===== src/rtl/cdbus_pkg.sv =====
// cdbus shared definitions: receiver state encoding, default divisor width,
// the receive result payload and a small majority-vote helper.
package cdbus_pkg;

   localparam int unsigned DIV_W_DEF = 16;
   localparam int unsigned BYTE_W    = 8;
   localparam int unsigned IDX_W     = 3;

   typedef enum logic [2:0] {
      WAIT_IDLE = 3'd0,
      IDLE      = 3'd1,
      START     = 3'd2,
      DATA      = 3'd3,
      STOP      = 3'd4
   } rx_state_e;

   typedef struct packed {
      logic [BYTE_W-1:0] data;
      logic              valid;
      logic              err;
   } rx_result_t;

   function automatic logic maj3(input logic a, input logic b, input logic c);
      return (a & b) | (a & c) | (b & c);
   endfunction

endpackage


===== src/rtl/rx_bytes_if.sv =====
// Receiver-side bundle: bus line and divisor controls in, received byte and
// status strobes out. master drives the line, slave is the receiver.
interface rx_bytes_if #(
   parameter int unsigned DIV_W = cdbus_pkg::DIV_W_DEF
);

   logic             din;
   logic [DIV_W-1:0] div_ls;
   logic [DIV_W-1:0] div_hs;
   logic             sel;
   logic [7:0]       data;
   logic             data_valid;
   logic             err_frame;
   logic             busy;

   modport master (
      output din, div_ls, div_hs, sel,
      input  data, data_valid, err_frame, busy
   );

   modport slave (
      input  din, div_ls, div_hs, sel,
      output data, data_valid, err_frame, busy
   );

endinterface


===== src/rtl/rx_line_sync.sv =====
// Bus line conditioning: 2-flop synchronizer, optional 3-tap majority filter
// (enabled by CD_RX_FILTER_EN) and falling-edge detect on the resulting line.
// All flops reset to the idle level (1) so reset never fakes a start edge.
module rx_line_sync
   import cdbus_pkg::*;
(
   input  logic clk,
   input  logic reset_n,
   input  logic din,
   output logic line,
   output logic fall
);

   logic [1:0] sync_q;
   logic       din_s;
   logic       line_d_q;

   // Two-stage synchronizer for the asynchronous bus line.
   always_ff @(posedge clk or negedge reset_n) begin
      if (!reset_n) begin
         sync_q <= 2'b11;
      end else begin
         sync_q <= {sync_q[0], din};
      end
   end

   assign din_s = sync_q[1];

`ifdef CD_RX_FILTER_EN
   logic [1:0] hist_q;
   logic       filt_q;

   // Majority of the current and two previous synchronized samples.
   always_ff @(posedge clk or negedge reset_n) begin
      if (!reset_n) begin
         hist_q <= 2'b11;
         filt_q <= 1'b1;
      end else begin
         hist_q <= {hist_q[0], din_s};
         filt_q <= maj3(din_s, hist_q[0], hist_q[1]);
      end
   end

   assign line = filt_q;
`else
   assign line = din_s;
`endif

   // Previous line level for edge detection.
   always_ff @(posedge clk or negedge reset_n) begin
      if (!reset_n) begin
         line_d_q <= 1'b1;
      end else begin
         line_d_q <= line;
      end
   end

   // Combinational so the receiver can act in the edge cycle itself.
   assign fall = line_d_q & ~line;

endmodule


===== src/rtl/rx_bytes.sv =====
// cdbus byte receiver: start-bit detect, mid-bit sampling with a selectable
// low/high-speed divisor, LSB-first 8-bit assembly and stop-bit check.
// CD_RX_FILTER_EN adds a majority glitch filter in rx_line_sync.
module rx_bytes
   import cdbus_pkg::*;
#(
   parameter int unsigned DIV_W = DIV_W_DEF
) (
   input  logic     clk,
   input  logic     reset_n,
   rx_bytes_if.slave bus
);

   rx_state_e         state_q, state_d;
   logic [DIV_W-1:0]  cnt_q, cnt_d;
   logic [DIV_W-1:0]  div_q, div_d;
   logic [DIV_W-1:0]  div_sel_c;
   logic [IDX_W-1:0]  idx_q, idx_d;
   logic [BYTE_W-1:0] sh_q, sh_d;
   rx_result_t        res_q, res_d;
   logic              busy_q, busy_d;
   logic              line;
   logic              fall;
   logic              strobe_c;

   rx_line_sync u_line_sync (
      .clk     (clk),
      .reset_n (reset_n),
      .din     (bus.din),
      .line    (line),
      .fall    (fall)
   );

   assign div_sel_c = bus.sel ? bus.div_hs : bus.div_ls;
   assign strobe_c  = (cnt_q == '0);

   // State, bit timing and result registers.
   always_ff @(posedge clk or negedge reset_n) begin
      if (!reset_n) begin
         state_q <= WAIT_IDLE;
         cnt_q   <= '0;
         div_q   <= '0;
         idx_q   <= '0;
         sh_q    <= '0;
         res_q   <= '0;
         busy_q  <= 1'b0;
      end else begin
         state_q <= state_d;
         cnt_q   <= cnt_d;
         div_q   <= div_d;
         idx_q   <= idx_d;
         sh_q    <= sh_d;
         res_q   <= res_d;
         busy_q  <= busy_d;
      end
   end

   // Next-state, bit counter and result computation.
   always_comb begin
      state_d    = state_q;
      cnt_d      = cnt_q;
      div_d      = div_q;
      idx_d      = idx_q;
      sh_d       = sh_q;
      res_d.data  = res_q.data;
      res_d.valid = 1'b0;
      res_d.err   = 1'b0;

      if (state_q == START || state_q == DATA || state_q == STOP) begin
         cnt_d = strobe_c ? div_q : cnt_q - DIV_W'(1);
      end

      case (state_q)
         WAIT_IDLE: begin
            if (line) begin
               state_d = IDLE;
            end
         end
         IDLE: begin
            if (fall) begin
               div_d   = div_sel_c;
               // One less than half a bit: the edge cycle itself counts,
               // putting the start sample h cycles after the edge.
               cnt_d   = DIV_W'((div_sel_c >> 1) - DIV_W'(1));
               state_d = START;
            end
         end
         START: begin
            if (strobe_c) begin
               if (line) begin
                  state_d = IDLE;
               end else begin
                  idx_d   = '0;
                  state_d = DATA;
               end
            end
         end
         DATA: begin
            if (strobe_c) begin
               sh_d[idx_q] = line;
               if (idx_q == IDX_W'(7)) begin
                  state_d = STOP;
               end else begin
                  idx_d = idx_q + IDX_W'(1);
               end
            end
         end
         STOP: begin
            if (strobe_c) begin
               if (line) begin
                  res_d.data  = sh_q;
                  res_d.valid = 1'b1;
                  state_d     = IDLE;
               end else begin
                  // Low stop bit: wait for a high line so a break cannot retrigger.
                  res_d.err = 1'b1;
                  state_d   = WAIT_IDLE;
               end
            end
         end
         default: begin
            state_d = WAIT_IDLE;
         end
      endcase

      busy_d = (state_d != IDLE) && (state_d != WAIT_IDLE);
   end

   assign bus.data       = res_q.data;
   assign bus.data_valid = res_q.valid;
   assign bus.err_frame  = res_q.err;
   assign bus.busy       = busy_q;

endmodule


===== src/flat_wrapper.sv =====
// flat-port wrapper written by rule: the top's interface ports become plain ports
module rx_bytes_flat import cdbus_pkg::*;
#(
   parameter int unsigned DIV_W = DIV_W_DEF
)
  (clk, reset_n, bus_din, bus_div_ls, bus_div_hs, bus_sel, bus_data, bus_data_valid, bus_err_frame, bus_busy);
  rx_bytes_if #(.DIV_W(DIV_W)) bus_i ();
  input  logic clk;
  input  logic reset_n;
  input wire logic [$bits(bus_i.din)-1:0] bus_din;
  input wire logic [$bits(bus_i.div_ls)-1:0] bus_div_ls;
  input wire logic [$bits(bus_i.div_hs)-1:0] bus_div_hs;
  input wire logic [$bits(bus_i.sel)-1:0] bus_sel;
  output wire logic [$bits(bus_i.data)-1:0] bus_data;
  output wire logic [$bits(bus_i.data_valid)-1:0] bus_data_valid;
  output wire logic [$bits(bus_i.err_frame)-1:0] bus_err_frame;
  output wire logic [$bits(bus_i.busy)-1:0] bus_busy;
  assign bus_i.din = bus_din;
  assign bus_i.div_ls = bus_div_ls;
  assign bus_i.div_hs = bus_div_hs;
  assign bus_i.sel = bus_sel;
  assign bus_data = bus_i.data;
  assign bus_data_valid = bus_i.data_valid;
  assign bus_err_frame = bus_i.err_frame;
  assign bus_busy = bus_i.busy;
  rx_bytes #(.DIV_W(DIV_W)) u_core (.clk(clk), .reset_n(reset_n), .bus(bus_i));
endmodule

===== config.mk =====
export PLATFORM = sky130hd
export DESIGN_NAME = rx_bytes_flat
export DESIGN_NICKNAME = d
export VERILOG_FILES = /design/src/rtl/cdbus_pkg.sv /design/src/rtl/rx_bytes_if.sv /design/src/rtl/rx_line_sync.sv /design/src/rtl/rx_bytes.sv /design/src/flat_wrapper.sv
export SDC_FILE = /design/constraint.sdc
export NUM_CORES = 1
export LEC_CHECK = 0
export ABC_AREA = 1
export BUFFER_PORTS_ARGS = -buffer_cell sky130_fd_sc_hd__buf_2
export CAP_MARGIN = 20
export CORE_ASPECT_RATIO = 0.6
export CORE_UTILIZATION = 35
export CTS_BUF_LIST = sky130_fd_sc_hd__clkbuf_4 sky130_fd_sc_hd__clkbuf_8 sky130_fd_sc_hd__clkbuf_16
export DETAILED_ROUTE_END_ITERATION = 10
export PLACE_DENSITY = 0.59
export SYNTH_ARGS = -nofsm -noshare
export SYNTH_HDL_FRONTEND = slang
export SYNTH_HIERARCHICAL = 1
export SYNTH_SLANG_ARGS = --single-unit
export TNS_END_PERCENT = 30

===== constraint.sdc =====
create_clock -name clk -period 2 [get_ports clk]
set_clock_uncertainty 0.15 [all_clocks]
set_input_delay 0.2 -clock clk [delete_from_list [all_inputs] [get_ports clk]]
set_output_delay 0.2 -clock clk [all_outputs]
set_load 0.005 [all_outputs]

; Yosys cells after proc, flatten, opt, wreduce, memory -nomap -nowiden
; Cells that the tools add are included.
[word_totals]
reg_bits = 60
wordCells = 66
output_inout_bits = 11
[classes]
addsub = 3
order_cmp = 2
n_reduce_logical = 12
n_mux = 26
bitwise_logic = 2
n_eq_ne = 10
[ops]
columns = operator, n
row1 = $mux W16, 5
row2 = $mux W3, 10
row3 = $logic_not A16 Y1, 1
row4 = $sub A15 B1 Y16 const B, 1
row5 = $sub A16 B1 Y16 const B, 1
row6 = $pmux W3 S5, 1
row7 = $bwmux W8, 1
row8 = $eq A3 B2 Y1 const B, 2
row9 = $eq A3 B3 Y1 const B, 2
row10 = $mux W2, 3
row11 = $pmux W3 S2, 1
row12 = $reduce_and A5 Y1, 1
row13 = $lt A3 B4 Y1 const B, 1
row14 = $mux W1, 4
row15 = $ne A2 B1 Y1 const B, 2
row16 = $ne A2 B2 Y1 const B, 2
row17 = $reduce_and A2 Y1, 2
row18 = $add A3 B1 Y3 const B, 1
row19 = $demux W1 S3, 1
row20 = $eq A3 B1 Y1 const B, 1
row21 = $ge A3 B1 Y1 const B, 1
row22 = $logic_not A3 Y1, 1
row23 = $ne A3 B1 Y1 const B, 1
row24 = $reduce_and A3 Y1, 1
row25 = 6 further kinds, 8

; Longest topological paths before layout
[logic_depth]
depth_word = 6
depth_mapped = 12
depth_no_buf = 12

; Cells and area by module
; The synthesis kept the hierarchy.
[modules_own_cells]
columns = module, n_inst, area_each_um2, cells_each
row1 = rx_bytes, 1, 3642.2, 535
row2 = rx_line_sync, 1, 88.8, 5

; Worst setup path before layout
; OpenSTA, ideal clock, no wires.
[synth_timing]
kind = reg-to-reg
from = reg u_core.cnt_q[0]
to = reg u_core.sh_q[1]
setup_ps = 132
stages_incl_launch_ff = 12
path_slack_ps = 224
arrival_ps = 1495
path_cell_list = dfrtp_1 -> inv_1 -> ha_1 -> nand2_2 -> inv_1 -> nand3_1 -> nor2_2 -> nand2_2 -> nor2_1 -> nand3_1 -> nand2_1 -> o21ai_1
[synth_via]
elab_chain_cells = 2
[synth_rtl]
columns = element, line
row1 = from (decl), rx_bytes.sv:15  ; logic [DIV_W-1:0] cnt_q, cnt_d;
row2 = from (signal assigned), rx_bytes.sv:49  ; cnt_q <= cnt_d;
row3 = $logic_not A16 Y1, rx_bytes.sv:35  ; assign strobe_c = (cnt_q == '0);
row4 = $reduce_and A2 Y1 (no source line), --
row5 = to (signal assigned), rx_bytes.sv:44  ; sh_q <= '0;
row6 = to (signal assigned), rx_bytes.sv:52  ; sh_q <= sh_d;
row7 = to (decl), rx_bytes.sv:19  ; logic [BYTE_W-1:0] sh_q, sh_d;
; Every way passes these cells.
; A chain may end at the register's enable or synchronous reset.

; Worst setup path in the final report
[layout_timing]
from = reg u_core.cnt_q[1]
to = reg u_core.res_q, in the netlist u_core/bus.data[6]
[layout_via]
elab_chain_cells = 2
[layout_rtl]
columns = element, line
row1 = $logic_not A16 Y1, rx_bytes.sv:35
row2 = $reduce_and A3 Y1 (no source line), --
row3 = to (signal assigned), rx_bytes.sv:53  ; res_q <= res_d;
row4 = to (decl), rx_bytes.sv:20  ; rx_result_t res_q, res_d;
; Every way passes these cells.

==> metrics.txt <==
number of inserted diodes=0; Layout area overhead=32.6%; Routed Antenna Nets=0; wire per inst=14.1 µm; Pre-antenna DRT Iters=8; cell area after synthesis=roughly 3700 µm²; initial antenna violation count=0; IO Port Bufs=46; Mapped Avg Cell Area=6.91 µm²; I/O Pins=47; Pwr Density=approximately 1200 nW/µm²; worst-path maximum fanout=5; vias per inst=5.06; # clock sinks=60; Mapped Cells=540; GRT Total Usage=around a fifth; Worst slew margin=68.4%; vias in the first global route=approximately 3400; Initial Util=roughly 37%; VDD IR max=a little under 0.6 mV; global route total overflow=0; Warnings, synthesis=6; routed vias=3916; maximum clock rate=about 460 MHz; Tightest Hold Check Type=primary input to register; final wirelength=between 10000 and 15000 µm; worst-skew pair later-pin latency=about 0.33 ns; largest net degree at the start of global routing=between 40 and 50; endpoints failing setup=10; leak pwr=around 2.6 nW; Detail Placement HPWL=between 7000 and 8000 µm; Tmin final=2.16 ns; Final Cycle Share=108%; die height=82.0 µm; htree depth=3; TritonCTS buffer count=9; Crit Path Class=register to register; Seq/Total Area, Yosys=40.3%; arrival time worst endpoint=2.28 ns; endpoints failing hold=0; final worst setup slack=-0.157 ns; first-pass GRT wire length=around 17000 µm; row cnt=28; # nets final=between 600 and 700; Die Wd=between 100 and 150 µm; max-cap viol count=0; Reg clk slew, reported paths=~0.060 ns; GPL Wtd Cong=a little under 1; outcome=finished, violations left; fraction of layout instances using a drive strength above 1=25.4%; CTS root buf=clkbuf_16; Detailed Route Iter0 Violations=between 300 and 400; Slew @ Worst Pin=approximately 0.47 ns; Yosys cell types=37; Critical Path End Type=register; die area=~11000 µm²; Final Core Density=49.0%; Slew Viols, Final=0; Std-Cell Core Area=just over 10000 µm²; failing checks=negative setup slack; CTS tree=done; drt drc=0; Mapped Nets=580; kind of start point of the critical path=register; RSZ-0062 raised after global routing=yes; Post-Route Setup TNS=-1.17 ns; #FFs+latches synth=60; critical path data required time=2.12 ns; CTS max path bufs=2; Tot Pwr=between 5 and 6 mW
## synthesized netlist by cell type (all sizes together)
cell    instances  share of area, %
nand2         167                17
inv            78               7.8
nor2           64               7.6
o21ai          63               9.0
dfrtp          57                38
nand3          41               6.0
nand4          13               2.3
a21oi           8               1.1
buf             8               1.3
nor3            6               1.1
o211ai          6               1.2
clkbuf          5              0.50
ha              4               1.3
dfstp           3               2.1
o31ai           3              0.60
or2             3              0.50
xor2            2              0.47
a21boi          1              0.20
clkinv          1              0.10
mux2i           1              0.27
nand3b          1              0.20
o21a            1              0.20
o21bai          1              0.20
o221ai          1              0.23
o22ai           1              0.17
xnor2           1              0.23
## state kept, by name, indices dropped and copies added (netlist names)
name                         flops
u_core/bus.data_valid            1
u_core/bus.data                  8
u_core/idx_q                     3
u_core/cnt_q                    16
u_core/u_line_sync/sync_q        2
u_core/bus.err_frame             1
u_core/state_q                   3
u_core/div_q                    16
u_core/u_line_sync/line_d_q      1
u_core/sh_q                      8
u_core/bus.busy                  1
## area by class of cell
class,count,area (µm²)
Clock buffer,10,233
Fill cell,1022,5140
Clock inverter,6,88.8
Tap cell,135,169
Sequential cell,60,1510
Timing Repair Buffer,96,682
Inverter,79,297
Multi-Input combinational cell,388,1970
## per-layer routing
layer  vias up  track usage (%)  wire, µm  share of wire [%]
met3        14             4.75       971                8.9
li1       1928                -         -                  -
met4         0             5.17       106               0.97
met2       151             28.6      4330                 40
met1      1823             31.9      5510                 50
met5         -                0         0                  0
## report_power, final
group          switching (mW)  internal, mW  leakage, nW
sequential              0.312          1.59        0.757
clock                   0.575          1.10        0.152
combinational            1.34         0.909         1.72
## worst max-delay path, stage by stage (launching register included)
cell and delay, ns:
dfrtp_1 0.39, inv_2 0.09, ha_4 0.15, nand2_4 0.06, nor2_4 0.13, buf_6 0.13
nand2_4 0.06, nor2_4 0.17, nand3_4 0.13, nor3_4 0.31, clkbuf_16 0.22, nand2_1 0.05
nand2_1 0.05
## per-stage QoR
step	cells	instance area [µm²]	hold slack, ns	setup WS (ns)
after CTS	762	4730	0.0783	-0.00911
after floorplan	540	3730	-0.246	0.224
final	774	4950	0.0835	-0.157
after global placement	744	4380	-0.0138	-0.0400
after detailed placement	744	4380	-0.00714	-0.0666
after global routing	774	4950	0.0804	-0.205
## placed cells by master (no fill, tap or decap), types with 4 or more instances in the layout
master and count:
nor2_1 46, buf_2 46, nand3_1 38, nand2_2 5, nor2_2 10, a21oi_1 8
nor2_4 8, buf_12 4, nand2_1 157, clkbuf_16 10, buf_4 42, nor3_1 5
inv_1 72, inv_2 6, dfrtp_1 56, nand2_4 5, o21ai_1 14, o21ai_0 44
o21ai_2 5, o211ai_1 6, nand4_1 12
## kinds of logic after synthesis
group | share of synthesized area (%)
and+or+nand+nor | 34.8
muxes | 0.268
buffers and inverters | 9.72
DFF | 40.3
AOI/OAI and AO/OA | 12.8
adders and majority gates | 1.34
xor gates and xnor gates | 0.704
## repair_timing
item                                    in CTS  in global routing
hold buffers                                 2                  0
pin swaps                                    0                 11
resized for setup                            1                 30
endpoints found under the hold margin       15                  0
cloned                                       0                  1
setup buffers                                0                 11
endpoints found under the setup margin       3                 38
## final timing paths
kind | startpoint | endpoint | slack, ns | cells past startpoint
hold / removal | bus_div_ls[9] | u_core/div_q[9]$_DFFE_PN0P_ | 0.08 | 3
setup / recovery | u_core/cnt_q[1]$_DFF_PN0_ | u_core/bus.data[6]$_DFFE_PN0P_ | -0.16 | 12
max in group asynchronous | reset_n | u_core/u_line_sync/sync_q[0]$_DFF_PN1_ | 0.90 | 3
min in group asynchronous | reset_n | u_core/cnt_q[3]$_DFF_PN0_ | 0.16 | 2
hold reg to reg | u_core/u_line_sync/sync_q[0]$_DFF_PN1_ | u_core/u_line_sync/sync_q[1]$_DFF_PN1_ | 0.20 | 0
setup reg to reg | u_core/cnt_q[1]$_DFF_PN0_ | u_core/bus.data[6]$_DFFE_PN0P_ | -0.16 | 12
Note: power is estimated with default switching activity, not from simulation.
